<file path="src/rtl/seg_pipe_adder_pkg.sv">
// Shared constants and helpers for the segmented pipelined adder.
package seg_pipe_adder_pkg;

    localparam int WIDTH_DEF = 24;
    localparam int SEG_W_DEF = 8;

    function automatic int ceil_div(input int a, input int b);
        return (a + b - 1) / b;
    endfunction

endpackage

</file>
<file path="src/rtl/rca_segment.sv">
// Combinational ripple-carry adder for one pipeline segment of W bits.
module rca_segment #(
    parameter int W = 8
) (
    input  logic [W-1:0] a,
    input  logic [W-1:0] b,
    input  logic         cin,
    output logic [W-1:0] sum,
    output logic         cout
);

    logic [W:0] carry;

    // NOTE: combinational logic uses blocking '=' so each bit sees the carry computed just before it.
    always_comb begin
        carry    = '0;
        sum      = '0;
        carry[0] = cin;
        for (int i = 0; i < W; i++) begin
            sum[i]       = a[i] ^ b[i] ^ carry[i];
            carry[i + 1] = (a[i] & b[i]) | (carry[i] & (a[i] ^ b[i]));
        end
    end

    assign cout = carry[W];

endmodule

</file>
<file path="src/rtl/seg_pipe_adder.sv">
// Pipelined adder: one SEG_W-bit ripple segment per stage, valid/ready with global stall.
// Optional signed-overflow output enabled by defining SEG_PIPE_ADDER_OVF_EN.
module seg_pipe_adder
    import seg_pipe_adder_pkg::*;
#(
    parameter int WIDTH = WIDTH_DEF,
    parameter int SEG_W = SEG_W_DEF
) (
    input  logic             i_clk,
    input  logic             i_rst_n,
    input  logic [WIDTH-1:0] i_add_term1,
    input  logic [WIDTH-1:0] i_add_term2,
    input  logic             i_carry_in,
    input  logic             i_valid,
    output logic             o_ready,
    output logic [WIDTH:0]   o_result,
    output logic             o_valid,
`ifdef SEG_PIPE_ADDER_OVF_EN
    output logic             o_overflow,
`endif
    input  logic             i_ready
);

    localparam int STAGES = ceil_div(WIDTH, SEG_W);
    localparam int LAST   = STAGES - 1;

    // Stage registers (output side of stage k).
    logic             vld_q [STAGES];
    logic             vld_d [STAGES];
    logic [WIDTH-1:0] a_q   [STAGES];
    logic [WIDTH-1:0] a_d   [STAGES];
    logic [WIDTH-1:0] b_q   [STAGES];
    logic [WIDTH-1:0] b_d   [STAGES];
    logic [WIDTH-1:0] s_q   [STAGES];
    logic [WIDTH-1:0] s_d   [STAGES];
    logic             c_q   [STAGES];
    logic             c_d   [STAGES];

    // Stage inputs and the values each stage would register next.
    logic             stg_v [STAGES];
    logic [WIDTH-1:0] stg_a [STAGES];
    logic [WIDTH-1:0] stg_b [STAGES];
    logic [WIDTH-1:0] stg_s [STAGES];
    logic             stg_c [STAGES];
    logic [WIDTH-1:0] nxt_s [STAGES];
    logic             nxt_c [STAGES];

    // The whole pipe moves together; it freezes only while the output is blocked.
    logic advance;

    assign o_valid  = vld_q[LAST];
    assign o_result = {c_q[LAST], s_q[LAST]};
    assign o_ready  = !(o_valid && !i_ready);
    assign advance  = o_ready;

    always_comb begin
        stg_v[0] = i_valid;
        stg_a[0] = i_add_term1;
        stg_b[0] = i_add_term2;
        stg_s[0] = '0;
        stg_c[0] = i_carry_in;
        for (int k = 1; k < STAGES; k++) begin
            stg_v[k] = vld_q[k - 1];
            stg_a[k] = a_q[k - 1];
            stg_b[k] = b_q[k - 1];
            stg_s[k] = s_q[k - 1];
            stg_c[k] = c_q[k - 1];
        end
    end

    for (genvar k = 0; k < STAGES; k++) begin : g_stage
        localparam int LO = k * SEG_W;
        localparam int W  = (k == LAST) ? (WIDTH - LO) : SEG_W;
        localparam logic [WIDTH-1:0] MASK = WIDTH'({W{1'b1}}) << LO;

        logic [W-1:0] seg_sum;
        logic         seg_cout;

        rca_segment #(.W(W)) u_seg (
            .a    (stg_a[k][LO +: W]),
            .b    (stg_b[k][LO +: W]),
            .cin  (stg_c[k]),
            .sum  (seg_sum),
            .cout (seg_cout)
        );

        assign nxt_s[k] = (stg_s[k] & ~MASK) | (WIDTH'(seg_sum) << LO);
        assign nxt_c[k] = seg_cout;
    end

    // NOTE: every output is given its hold value first so no path leaves it unassigned (no latch).
    always_comb begin
        vld_d = vld_q;
        a_d   = a_q;
        b_d   = b_q;
        s_d   = s_q;
        c_d   = c_q;
        if (advance) begin
            vld_d = stg_v;
            a_d   = stg_a;
            b_d   = stg_b;
            s_d   = nxt_s;
            c_d   = nxt_c;
        end
    end

    // NOTE: data registers are reset too, because o_result is observable and must read 0 after reset.
    always_ff @(posedge i_clk) begin
        if (!i_rst_n) begin
            for (int k = 0; k < STAGES; k++) begin
                vld_q[k] <= 1'b0;
                a_q[k]   <= '0;
                b_q[k]   <= '0;
                s_q[k]   <= '0;
                c_q[k]   <= 1'b0;
            end
        end else begin
            vld_q <= vld_d;
            a_q   <= a_d;
            b_q   <= b_d;
            s_q   <= s_d;
            c_q   <= c_d;
        end
    end

`ifdef SEG_PIPE_ADDER_OVF_EN
    logic ovf_q;
    logic ovf_d;

    // Carry into the MSB is recovered as a ^ b ^ sum at that bit.
    always_comb begin
        ovf_d = ovf_q;
        if (advance) begin
            ovf_d = stg_a[LAST][WIDTH-1] ^ stg_b[LAST][WIDTH-1]
                  ^ nxt_s[LAST][WIDTH-1] ^ nxt_c[LAST];
        end
    end

    always_ff @(posedge i_clk) begin
        if (!i_rst_n) ovf_q <= 1'b0;
        else          ovf_q <= ovf_d;
    end

    assign o_overflow = ovf_q;
`endif

endmodule

</file>
<file path="config.mk">
export PLATFORM = sky130hd
export DESIGN_NAME = seg_pipe_adder
export DESIGN_NICKNAME = d
export VERILOG_FILES = /design/src/rtl/seg_pipe_adder_pkg.sv /design/src/rtl/rca_segment.sv /design/src/rtl/seg_pipe_adder.sv
export SDC_FILE = /design/constraint.sdc
export NUM_CORES = 1
export LEC_CHECK = 0
export CAP_MARGIN = 15
export CORE_ASPECT_RATIO = 1.25
export CORE_MARGIN = 3
export CORE_UTILIZATION = 35
export CTS_CLUSTER_DIAMETER = 40
export CTS_CLUSTER_SIZE = 14
export DETAILED_ROUTE_END_ITERATION = 7
export PLACE_DENSITY = 0.56
export SLEW_MARGIN = 5
export SYNTH_ARGS = -nofsm -noshare
export SYNTH_HDL_FRONTEND = slang
export SYNTH_SLANG_ARGS = --single-unit
</file>
<file path="constraint.sdc">
create_clock -name i_clk -period 4 [get_ports i_clk]
set_input_delay 0.4 -clock i_clk [delete_from_list [all_inputs] [get_ports i_clk]]
set_output_delay 0.4 -clock i_clk [all_outputs]
set_load 0.01 [all_outputs]
</file>
Word level (Yosys, flattened, before mapping)
Index checks and enable logic that the tools add are counted.
- flip-flop bits (word level): 150
- bitwise operators: 122
- reduce and logical (&&, ||, !) cells: 3
- operators with widths (kind ; number):
    $and 1x1->1 ; 48
    $xor 1x1->1 ; 48
    $or 1x1->1 ; 24
    $or 16x24->24 ; 1
    $or 8x16->16 ; 1
    $logic_not 1->1 ; 2
    $logic_and 1x1->1 ; 1

Depth between registers and ports, before layout
Gate-level depths: netlist of the first run.
- depth in word-level cells: 17
- gate-level depth with buffers: 12
- mapped depth without buffers: 12

By module
Synthesis of the first run repeated with hierarchy kept, for this count alone.
- cells, all modules: 451
- area, all modules: 4478.0 sq um
- modules (own cells, without submodules) (module ; times used ; cells each ; area each (sq um) ; sequential area each (sq um)):
    seg_pipe_adder ; 1 ; 397 ; 3885.0 ; 2042.0
    rca_segment ; 3 ; 18 ; 197.7 ; 0.0

Worst setup path before layout of the first run
OpenSTA, ideal clock, no wires.
- path type: input port to flip-flop
- start point: in i_add_term1[0]
- end point: reg s_q[55] (netlist bit)
- path slack: 0.361 ns
- stages: 12
- buffers on the path: 0
- arrival: 3.552 ns
- cells stage by stage: fa_1 -> inv_1 -> fa_1 -> inv_1 -> fa_1 -> fa_1 -> fa_1 -> fa_1 -> fa_1 -> inv_1 -> fa_1 -> a211oi_1
- word-level cells in the longest chain between the ends: 16
- elaborated cells between the ends (all ways): 17
- classes of those cells: bitwise (17)
- RTL lines (item ; RTL line ; RTL):
    start: declaration ; seg_pipe_adder.sv:11 ; input logic [WIDTH-1:0] i_add_term1,
    $xor 1x1->1 ; rca_segment.sv:21 ; carry[i + 1] = (a[i] & b[i]) | (carry[i] & (a[i] ^ b[i]));
    $and 1x1->1 ; rca_segment.sv:21 ;
    $or 1x1->1 * ; rca_segment.sv:21 ;
    $and 1x1->1 * ; rca_segment.sv:21 ;
    $or 1x1->1 * ; rca_segment.sv:21 ;
    $and 1x1->1 * ; rca_segment.sv:21 ;
    $or 1x1->1 * ; rca_segment.sv:21 ;
    $and 1x1->1 * ; rca_segment.sv:21 ;
    $or 1x1->1 * ; rca_segment.sv:21 ;
    $and 1x1->1 * ; rca_segment.sv:21 ;
    $or 1x1->1 * ; rca_segment.sv:21 ;
    $and 1x1->1 * ; rca_segment.sv:21 ;
    $or 1x1->1 * ; rca_segment.sv:21 ;
    $and 1x1->1 * ; rca_segment.sv:21 ;
    $or 1x1->1 * ; rca_segment.sv:21 ;
    $xor 1x1->1 * ; rca_segment.sv:20 ; sum[i] = a[i] ^ b[i] ^ carry[i];
    end signal: indexed assignment ; seg_pipe_adder.sv:114 ; s_q[k] <= '0;
    end signal: assignment ; seg_pipe_adder.sv:121 ; s_q <= s_d;
    end: declaration ; seg_pipe_adder.sv:34 ; logic [WIDTH-1:0] s_q [STAGES];
Mark *: on every way between the ends. The rest lies on a longest branch, timed or not.
A chain may end at the register's enable or synchronous reset.

Worst setup path after layout of the first run
- start point: reg a_q[40] (netlist bit)
- end point: reg s_q, in the netlist o_result[23]
- word-level cells in the longest chain between the ends: 17
- elaborated cells between the ends (all ways): 18
- classes of those cells: bitwise (18)
- RTL lines (item ; RTL line ; RTL):
    start: declaration ; seg_pipe_adder.sv:30 ; logic [WIDTH-1:0] a_q [STAGES];
    start signal: indexed assignment ; seg_pipe_adder.sv:112 ; a_q[k] <= '0;
    start signal: assignment ; seg_pipe_adder.sv:119 ; a_q <= a_d;
    $xor 1x1->1 ; rca_segment.sv:21 ;
    $and 1x1->1 ; rca_segment.sv:21 ;
    $or 1x1->1 * ; rca_segment.sv:21 ;
    $and 1x1->1 * ; rca_segment.sv:21 ;
    $or 1x1->1 * ; rca_segment.sv:21 ;
    $and 1x1->1 * ; rca_segment.sv:21 ;
    $or 1x1->1 * ; rca_segment.sv:21 ;
    $and 1x1->1 * ; rca_segment.sv:21 ;
    $or 1x1->1 * ; rca_segment.sv:21 ;
    $and 1x1->1 * ; rca_segment.sv:21 ;
    $or 1x1->1 * ; rca_segment.sv:21 ;
    $and 1x1->1 * ; rca_segment.sv:21 ;
    $or 1x1->1 * ; rca_segment.sv:21 ;
    $and 1x1->1 * ; rca_segment.sv:21 ;
    $or 1x1->1 * ; rca_segment.sv:21 ;
    $xor 1x1->1 * ; rca_segment.sv:20 ;
    $or 16x24->24 * ; seg_pipe_adder.sv:87 ; assign nxt_s[k] = (stg_s[k] & ~MASK) | (WIDTH'(seg_sum) << LO);
Marked as above.

==> run_results.csv, run 1 <==
group,metric,value,unit
global_route,grt_pass1_wl,14.9,mm
global_route,antenna_found_initial,0,
drt,num_vias,3007,
global_route,globalRouteMet1Util,0.175,
die,die_h,132,um
worst_setup_path,crit_required,4.26,ns
worst_setup_path,r2r_end,"o_result[23]$_SDFFE_PN0N_",
drt,drt_wl_total,8.63,mm
worst_setup_path,worstSetupPathType,"reg -> reg",
sta,min_period,3.78,ns
worst_hold_path,holdCritPathClass,"reg -> reg",
synthesis,synthFlopType,"dfxtp_1",
sta,period_share,0.945,
sta,setup_ws,0.221,ns
global_route,gr-max-usage-layer,"met2",
global_route,grt_max_degree,93,
synthesis,ys_ff_latch,102,
synthesis,ys_seq_area_frac,0.462,
sta,maxSlewHeadroom,0.418,
cells_and_area,area_growth,27.4,%
global_route,grtUsageTotal,0.133,
synthesis,synth_edf_count,0,
worst_setup_path,crit_buf_inv,3,
cts,clk_path_buf_depth,2,
cts,clk_pin_slew,0.07,ns
drt,first_iter_violations,95,
power,power,2300,uW
sta,fin_hold_ws,0.458,ns
cts,clkLatencyLatePin,0.34,ns
sta,final-setup-viol-count,0,
synthesis,yosys.area.top_type,"dfxtp_1",
cells_and_area,nets,579,
synthesis,yosys-top-cells-area,"dfxtp_1, mux2i_1, nand2_1",
cts,cts_tree,"yes",
die,core_region_area,0.0123,sq mm
worst_setup_path,crit_top_cell,"fa_1",
cts,cts_made_buffers,9,
cts,root_buffer,"clkbuf_16",
worst_setup_path,path_max_fanout,2,
die,rows,45,
placed_design,port_buffers,79,
die,io_pins,80,
placed_design,post-place-ws,-0.261,ns
sta,fmax,0.265,GHz
synthesis,yosys.area.top_type_share,0.462,
synthesis,synthDistinctLibCells,17,
cts,cts_setup_buffers,0,
sta,hold_violations,0,
synthesis,synth.most_common_cell,"nand2_1",
worst_setup_path,rr_worst_depth,12,
global_route,grt-ovfl-total,0,
cts,hold_buffers,0,
cells_and_area,drive_above_1_share,0.0631,
cts,ctsHtreeMaxLevel,3,
worst_setup_path,critPathTopFamily,"adder cells",
worst_setup_path,cpMaxStageDelayCell,"fa_1",
drt,first_pass_iters,4,
synthesis,synthTopCellsByCount,"nand2_1, dfxtp_1, mux2i_1",
drt,postRouteAntennaNets,0,
synthesis,async_flop_share,0,
synthesis,synth_nets,514,
synthesis,syn-mean-instance-area,10.1,sq um
power,peakVddDrop,0.000171,V
sta,drv_slew,0,
cells_and_area,num_antenna_cells,0,
synthesis,netlist_instances,437,
cells_and_area,post-route-util,0.459,
placed_design,dpl.hpwl,6.02,mm
placed_design,place_area,0.00530,sq mm
worst_setup_path,r2r_slack,0.22,ns
outcome,status,"completed",
die,dieArea,0.0140,sq mm
cells_and_area,final_area,0.00563,sq mm
sta,rsz0062_at_grt,"false",
cts,cts.sinks,102,
power,leakagePower,0.00214,uW
worst_setup_path,r2r-start,"a_q[40]$_SDFFE_PN0N_",
drt,viasPerCell,4.48,
worst_setup_path,endpoint_kind,"flip-flop",
placed_design,place_congestion,0.784,
global_route,use_met3,0.0197,
worst_setup_path,timing.critical_path.from_type,"flip-flop",
die,die_x,107,um
sta,tightest_slew,0.873,ns
die,start_util,0.360,
flow_run,maxCapViolCount,0,
worst_hold_path,holdPathStages,2,
worst_setup_path,max_stage_delay,0.43,ns
worst_hold_path,hp-start,"a_q[41]$_SDFFE_PN0N_",
global_route,met2_usage,0.209,
global_route,first_global_vias,3103,
worst_setup_path,arrival,4.04,ns
drt,post_drt_wl_per_cell,12.9,um
sta,fin_skew,0.00746,ns
drt,drc,0,
worst_setup_path,worstPathCellList,"fa_1, inv_1, fa_1, inv_1, fa_1, fa_1, fa_1, fa_1, fa_1, inv_1, fa_1, a211oi_2",
synthesis,ys_warn_count,0,
worst_hold_path,min_to,"a_q[41]$_SDFFE_PN0N_",
power,power_density,409,mW/mm^2
synthesis,synth_area,0.00442,sq mm
==> what timing repair did <==
item,in CTS,in global routing
hold endpoints to repair,0,0
setup endpoints to repair,0,1
resized for setup,0,3
==> stage by stage <==
step	TNS (ns)	cells
floorplan	0	437
global placement	-0.211	655
detailed placement	-0.261	655
CTS	0	671
global route	0	671
finish	0	671
==> report_power, final <==
group | leakage, uW | switching (uW) | total (uW) | internal [uW]
clock | 0.000162 | 359 | 910 | 551
combinational | 0.00114 | 126 | 272 | 146
sequential | 0.000842 | 34.1 | 1120 | 1090
==> cell families after synthesis <==
logic type	share of synthesized area
buffers and inverters	0.0563
adders and majority gates	0.109
DFF	0.462
and+or+nand+nor	0.141
muxes	0.208
AOI/OAI and AO/OA	0.0238
==> cell type report <==
class                      instances  area [sq um]
timing repair buffer              83           831
clock buffer                      13           280
tap                              164           205
fill                            1234          6640
sequential                       102          2040
inverter                          23          86.3
clock inverter                     3          40.0
multi-input combinational        283          2150
==> cell usage in the layout (no fill, tap or decap), drive strengths merged <==
| cell type | n |
|---|---|
| nand2 | 147 |
| dfxtp | 102 |
| mux2i | 92 |
| clkdlybuf4s50 | 78 |
| fa | 24 |
| inv | 22 |
| clkbuf | 13 |
| nor3b | 9 |
| a211oi | 9 |
| buf | 5 |
| clkinv | 3 |
| nor2b | 1 |
| o21a | 1 |
| bufinv | 1 |
==> worst reg2reg max path, stage by stage (launching register included) <==
cell	delay, ns
dfxtp_1	0.32
fa_1	0.41
inv_1	0.07
fa_1	0.15
inv_1	0.05
fa_1	0.37
fa_1	0.38
fa_1	0.43
fa_1	0.41
fa_1	0.41
inv_1	0.09
fa_1	0.42
a211oi_2	0.18
==> worst max path at each step <==
stage | start | to | cells after the start
after floorplan | i_add_term1[0] | s_q[55]$_SDFFE_PN0N_ | 12
after global placement | i_add_term1[0] | s_q[55]$_SDFFE_PN0N_ | 13
after detailed placement | i_add_term1[0] | s_q[55]$_SDFFE_PN0N_ | 13
after CTS | i_add_term1[0] | s_q[55]$_SDFFE_PN0N_ | 13
after global routing | i_add_term1[0] | s_q[55]$_SDFFE_PN0N_ | 13
final | a_q[40]$_SDFFE_PN0N_ | o_result[23]$_SDFFE_PN0N_ | 12
==> routing by layer <==
layer	part of all wire	vias up
met5	0	-
met4	0.026	0
met3	0.033	13
met2	0.48	53
met1	0.46	1410
li1	-	1531
==> state kept, by name, indices dropped and copies added (netlist names) <==
name,flops
o_valid,1
stg_v,2
o_result,25
b_q,24
c_q,2
s_q,24
a_q,24
No activity file was read; power rests on OpenSTA's default activity.
==> run 2: changes to the inputs <==
==> constraint.sdc (replaced) <==
create_clock -name i_clk -period 4 [get_ports i_clk]
set_input_delay 0.8 -clock i_clk [delete_from_list [all_inputs] [get_ports i_clk]]
set_output_delay 0.8 -clock i_clk [all_outputs]
set_load 0.01 [all_outputs]
==> run 2 against run 1 <==
Compared with the run above: core utilization down 0.23 points; final area down 0.51%; highest routed layer unchanged; sequential cell count unchanged.
==> run_results.csv, run 2 (synthesis gave the netlist of run 1 again) <==
group,metric,value,unit
sta,rsz0062_at_grt,"false",
sta,fin_hold_ws,0.450,ns
cells_and_area,final_area,0.00561,sq mm
cells_and_area,nets,581,
worst_setup_path,arrival,4.13,ns
sta,maxSlewHeadroom,0.471,
sta,final-setup-viol-count,0,
cts,cts_tree,"yes",
die,core_region_area,0.0123,sq mm
die,io_pins,80,
sta,fin_skew,0.00632,ns
worst_hold_path,holdCritPathClass,"reg -> reg",
worst_setup_path,worstSetupPathType,"in -> reg",
die,die_h,132,um
placed_design,port_buffers,79,
cells_and_area,multi_input_area,0.00216,sq mm
cells_and_area,post-route-util,0.457,
cells_and_area,largest_reg_flops,25,
global_route,grtUsageTotal,0.125,
drt,drc,0,
die,die_x,107,um
power,peakVddDrop,0.000169,V
worst_setup_path,crit_required,4.25,ns
placed_design,dpl.hpwl,6.04,mm
cts,cts_setup_buffers,0,
flow_run,maxCapViolCount,0,
cells_and_area,area_growth,26.7,%
cts,clk_pin_slew,0.07,ns
placed_design,place_area,0.00531,sq mm
worst_setup_path,r2r-start,"a_q[40]$_SDFFE_PN0N_",
cts,root_buffer,"clkbuf_16",
global_route,grt_pass1_wl,14.0,mm
cells_and_area,num_antenna_cells,0,
outcome,status,"completed",
placed_design,place_congestion,0.747,
sta,min_period,3.88,ns
cells_and_area,fillers,1234,
worst_setup_path,cpMaxStageDelayCell,"fa_1",
sta,drv_slew,0,
global_route,grt_max_degree,57,
cts,ctsHtreeMaxLevel,3,
worst_setup_path,crit_top_cell,"fa_2",
cts,clkLatencyLatePin,0.34,ns
die,start_util,0.360,
global_route,antenna_found_initial,0,
sta,fmax,0.258,GHz
power,power_density,399,mW/mm^2
worst_setup_path,path_max_fanout,1,
cells_and_area,layout.area.seq,0.00204,sq mm
cells_and_area,mostFrequentLayoutCells,"nand2_1, dfxtp_1, mux2i_1",
drt,post_drt_wl_per_cell,12.6,um
drt,first_pass_iters,4,
cts,cts_made_buffers,9,
worst_setup_path,max_stage_delay,0.39,ns
drt,postRouteAntennaNets,0,
power,leakagePower,0.00212,uW
cells_and_area,drive_above_1_share,0.0727,
sta,period_share,0.969,
worst_setup_path,endpoint_kind,"flip-flop",
drt,num_vias,2989,
drt,viasPerCell,4.44,
global_route,first_global_vias,2952,
die,rows,45,
worst_hold_path,hp-start,"s_q[33]$_SDFFE_PN0N_",
cts,clk_path_buf_depth,2,
sta,hold_violations,0,
worst_setup_path,crit_start,"i_carry_in",
drt,first_iter_violations,99,
sta,tightest_slew,0.793,ns
worst_setup_path,timing.critical_path.from_type,"input port",
global_route,grt-ovfl-total,0,
cts,cts.sinks,102,
cells_and_area,final_common_cell,"nand2_1",
worst_setup_path,worstPathCellList,"dlygate4sd2_1, fa_2, inv_2, fa_2, inv_1, fa_2, fa_2, fa_2, fa_2, fa_2, inv_2, fa_1, a211oi_1",
die,dieArea,0.0140,sq mm
drt,drt_wl_total,8.47,mm
-- run 2: changes by cell type in the layout (fill, tap and decap cells not counted), moves of 2 or more --
cell | before | now
clkdlybuf4s50_1 | 78 | 75
dlygate4sd2_1 | 0 | 2
fa_2 | 2 | 7
clkbuf_1 | 0 | 3
inv_2 | 1 | 3
fa_1 | 22 | 17
buf_4 | 4 | 7
inv_1 | 21 | 19
clkbuf_8 | 4 | 0
-- run 2: where the power goes --
group          leakage [uW]  internal [uW]  total [uW]  switching (uW)
registers          0.000842           1090        1120            32.4
clock network      0.000137            483         842             358
logic               0.00114            146         273             127
total               0.00212           1720        2240             517
-- run 2: routing by layer --
| metal | global-route usage | wire (um) | share of wire | vias to the layer above |
|---|---|---|---|---|
| li1 | - | - | - | 1536 |
| met3 | 0.0285 | 279 | 0.033 | 10 |
| met4 | 0.0533 | 153 | 0.018 | 0 |
| met5 | 0 | 0 | 0 | - |
| met1 | 0.169 | 4040 | 0.48 | 1399 |
| met2 | 0.193 | 4000 | 0.47 | 44 |
-- run 2: per-stage QoR --
stage	TNS (ns)	cells	setup WS (ns)	total power, uW
2_1_floorplan	0	437	0.0386	1290
3_3_place_gp	-0.842	657	-0.519	1410
3_5_place_dp	-0.970	657	-0.559	1420
4_1_cts	0	673	0.0282	2270
5_1_grt	0	673	0.0277	2350
6_report	0	673	0.122	2240
-- run 2: critical path: cells and delay by family --
kind,cells,cell delay (ns)
buf+inv,4,0.42
compound gates,1,0.19
fa+ha+maj,8,2.71
-- run 2: timing repair --
action,4_1_cts,5_1_grt
resized for setup,11,0
pin swaps,7,3
endpoints found under the setup margin,1,1
hold buffers,0,0
-- run 2: final timing paths --
path | to | slack [ns] | cells after the start
worst max-delay path | s_q[55]$_SDFFE_PN0N_ | 0.12 | 13
worst min-delay path | o_result[9]$_SDFFE_PN0N_ | 0.45 | 2
worst max register to register | o_result[23]$_SDFFE_PN0N_ | 0.19 | 12
worst min register to register | o_result[9]$_SDFFE_PN0N_ | 0.45 | 2
-- run 2: area by class of cell --
class,instances,share of cell area
multi-input combinational,283,0.385
sequential,102,0.364
timing repair buffer,85,0.148
clock buffer,12,0.0422
tap,164,0.0366
inverter,23,0.0154
clock inverter,4,0.00848
==> run 3: changes to the inputs <==
--- a/config.mk
+++ b/config.mk
@@ -5,6 +5,7 @@
 export SDC_FILE = /design/constraint.sdc
 export NUM_CORES = 1
 export LEC_CHECK = 0
+export ABC_AREA = 1
 export CAP_MARGIN = 15
 export CORE_ASPECT_RATIO = 1.25
 export CORE_MARGIN = 3
@@ -12,7 +13,9 @@
 export CTS_CLUSTER_DIAMETER = 40
 export CTS_CLUSTER_SIZE = 14
 export DETAILED_ROUTE_END_ITERATION = 7
-export PLACE_DENSITY = 0.56
+export PLACE_DENSITY = 0.55
+export REMOVE_ABC_BUFFERS = 1
+export SETUP_SLACK_MARGIN = 0.5
 export SLEW_MARGIN = 5
 export SYNTH_ARGS = -nofsm -noshare
 export SYNTH_HDL_FRONTEND = slang
==> run 3 against run 2 <==
Compared with the run above: setup slack improved by 0.26 ns; global-route usage rose by 1.5 points; via count rose by 36%; combinational power rose by 43%; clock skew rose by 0.00093 ns; area after synthesis rose by 9.9%; die area rose by 9.4%; largest power group unchanged; highest routed layer unchanged.
==> run_results.csv, run 3 <==
group,metric,value,unit
die,start_util,0.363,
cells_and_area,num_antenna_cells,0,
cts,cts_made_buffers,9,
worst_setup_path,arrival,3.89,ns
cells_and_area,area_growth,24.0,%
drt,num_vias,4070,
worst_setup_path,r2r-start,"a_q[40]$_SDFFE_PN0N_",
worst_setup_path,r2r_slack,0.53,ns
power,p_sw_frac,0.264,
worst_setup_path,timing.critical_path.from_type,"input port",
drt,first_iter_violations,182,
sta,fin_hold_ws,0.470,ns
synthesis,synth_area,0.00486,sq mm
cells_and_area,final_common_cell,"nor2_1",
die,io_pins,80,
worst_setup_path,crit_start,"i_add_term2[0]",
worst_hold_path,holdPathStages,2,
sta,maxSlewHeadroom,0.240,
worst_setup_path,crit_buf_inv,5,
worst_setup_path,max_stage_delay,0.39,ns
drt,drc,0,
sta,setup_ws,0.385,ns
cells_and_area,nets,829,
power,power,2350,uW
cts,clk_path_buf_depth,2,
sta,drv_slew,0,
global_route,first_global_vias,4015,
cells_and_area,instances_no_fill,928,
global_route,grt_pass1_wl,17.8,mm
sta,rsz0062_at_grt,"true",
synthesis,ys_ff_latch,102,
global_route,antenna_found_initial,0,
power,power_switching,622,uW
placed_design,post-place-ws,-0.603,ns
sta,hold_violations,0,
synthesis,synthFlopType,"dfxtp_1",
synthesis,synth_edf_count,0,
cts,cts_setup_buffers,0,
cts,ctsHtreeMaxLevel,3,
worst_setup_path,critPathTopFamily,"adder cells",
cells_and_area,fillers,1385,
worst_setup_path,worstPathCellList,"buf_6, fa_2, inv_2, fa_2, inv_2, fa_2, fa_2, fa_2, fa_2, fa_2, inv_2, fa_1, inv_1, nor2_1, nor2_1",
cells_and_area,largest_reg_flops,25,
worst_setup_path,r2r_end,"o_result[23]$_SDFFE_PN0N_",
synthesis,async_flop_share,0,
power,comb_power_share,0.166,
sta,final-setup-viol-count,0,
worst_setup_path,endpoint_kind,"flip-flop",
global_route,grt_max_degree,103,
synthesis,yosys-top-cells-area,"dfxtp_1, nor2_1, nand3_1",
die,die_h,138,um
worst_setup_path,path_max_fanout,1,
global_route,grtUsageTotal,0.140,
drt,drt_wl_total,10.5,mm
synthesis,ys_warn_count,0,
die,die_x,111,um
synthesis,netlist_instances,702,
synthesis,ys_seq_area_frac,0.420,
outcome,status,"completed",
synthesis,synthDistinctLibCells,11,
cts,clkLatencyLatePin,0.34,ns
cells_and_area,drive_above_1_share,0.0779,
sta,min_period,3.62,ns
drt,first_pass_iters,5,
cells_and_area,mostFrequentLayoutCells,"nor2_1, inv_1, nand2_1",
synthesis,synthTopCellsByCount,"nor2_1, inv_1, dfxtp_1, nand2_1, nand3_1",
drt,postRouteAntennaNets,0,
power,p_int,1730,uW
placed_design,port_buffers,79,
synthesis,synth.most_common_cell,"nor2_1",
placed_design,dp_cells,912,
drt,viasPerCell,4.39,
power,leakagePower,0.00259,uW
worst_hold_path,holdCritPathClass,"reg -> reg",
die,dieArea,0.0153,sq mm
sta,fin_skew,0.00724,ns
sta,period_share,0.904,
placed_design,place_congestion,0.708,
cts,root_buffer,"clkbuf_16",
worst_hold_path,min_to,"o_valid$_SDFFE_PN0N_",
synthesis,syn-mean-instance-area,6.92,sq um
power,power_density,390,mW/mm^2
global_route,grt-ovfl-total,0,
die,rows,47,
worst_hold_path,hp-start,"stg_v[0]$_SDFFE_PN0N_",
synthesis,yosys.area.top_type_share,0.420,
cts,cts.sinks,102,
cts,clk_pin_slew,0.07,ns
synthesis,yosys.area.top_type,"dfxtp_1",
sta,fmax,0.277,GHz
sta,tightest_slew,1.14,ns
flow_run,maxCapViolCount,0,
die,core_region_area,0.0134,sq mm
worst_setup_path,crit_top_cell,"fa_2",
worst_setup_path,cpMaxStageDelayCell,"fa_1",
worst_setup_path,worstSetupPathType,"in -> reg",
power,peakVddDrop,0.000174,V
power,sequentialPowerShare,0.492,
worst_setup_path,rr_worst_depth,14,
sta,final.setup.tns,0,ns
worst_setup_path,crit_required,4.28,ns
drt,post_drt_wl_per_cell,11.3,um
placed_design,dpl.hpwl,6.34,mm
power,clockPowerShare,0.342,
cts,cts_tree,"yes",
## run 3: cell types whose count changed after synthesis, moves of 2 or more
cell / change
a211oi_1: -3
a211oi_2: -6
buf_2: +33
buf_4: -9
buf_6: -2
clkbuf_1: -6
inv_1: +103
mux2i_1: -92
nand2_1: -45
nand3_1: +101
nor2_1: +203
nor3b_1: -9
## run 3: worst max-delay path by stage
stage / endpoint / slack, ns / cells after the start
final: s_q[55]$_SDFFE_PN0N_ / 0.38 / 15
after global routing: s_q[55]$_SDFFE_PN0N_ / 0.29 / 15
after CTS: s_q[55]$_SDFFE_PN0N_ / 0.23 / 15
after detailed placement: s_q[55]$_SDFFE_PN0N_ / -0.60 / 15
after global placement: s_q[55]$_SDFFE_PN0N_ / -0.57 / 15
after floorplan: a_q[40]$_SDFFE_PN0N_ / -1.40 / 4
## run 3: stage by stage
| step | cell area, sq um | util |
|---|---|---|
| after floorplan | 4650 | - |
| after global placement | 5710 | 0.426 |
| after detailed placement | 5710 | 0.426 |
| after CTS | 6020 | 0.449 |
| after global routing | 6030 | 0.450 |
| final | 6030 | 0.450 |
## run 3: repair_timing
item                                    in CTS  in global routing
hold buffers                                 0                  0
endpoints found under the setup margin       7                  7
resized for setup                           43                  3
pin swaps                                   25                 23
## run 3: routing by layer
| metal | global-route usage | up-vias | wire, um |
|---|---|---|---|
| li1 | - | 2151 | - |
| met1 | 0.163 | 1861 | 4710 |
| met2 | 0.254 | 45 | 5330 |
| met3 | 0.0237 | 13 | 260 |
| met4 | 0.0588 | 0 | 175 |
| met5 | 0 | - | 0 |
## run 3: worst register-to-register path: stages, from the launching register on
cell and delay (ns):
dfxtp_2 0.33, fa_2 0.38, inv_2 0.07, fa_2 0.18, inv_1 0.05, fa_2 0.34, fa_2 0.36, fa_2 0.35
fa_2 0.35, fa_2 0.33, inv_1 0.07, fa_1 0.40, inv_1 0.06, nor2_1 0.04, nor2_1 0.11
## run 3: logic make-up after synthesis
group                      synth area share
adders and majority gates            0.0988
DFF                                   0.420
and+or+nand+nor                       0.340
AOI/OAI and AO/OA                   0.00154
buffers and inverters                 0.140
## run 3: area by class of cell
type,count,area (sq um),area share
Clock inverter,5,25.0,0.00415
Clock buffer,11,243,0.0403
Inverter,125,470,0.0780
Sequential cell,102,2050,0.340
Tap cell,171,214,0.0355
Multi-Input combinational cell,431,2200,0.365
Timing Repair Buffer,83,828,0.137
## run 3: power by group through the flow
| stage | clock network, uW | registers (uW) | logic (uW) |
|---|---|---|---|
| after global placement | 0 | 1180 | 382 |
| after detailed placement | 0 | 1180 | 390 |
| after global routing | 873 | 1170 | 451 |
| after CTS | 834 | 1160 | 399 |
| after floorplan | 0 | 1180 | 213 |
| final | 803 | 1160 | 390 |
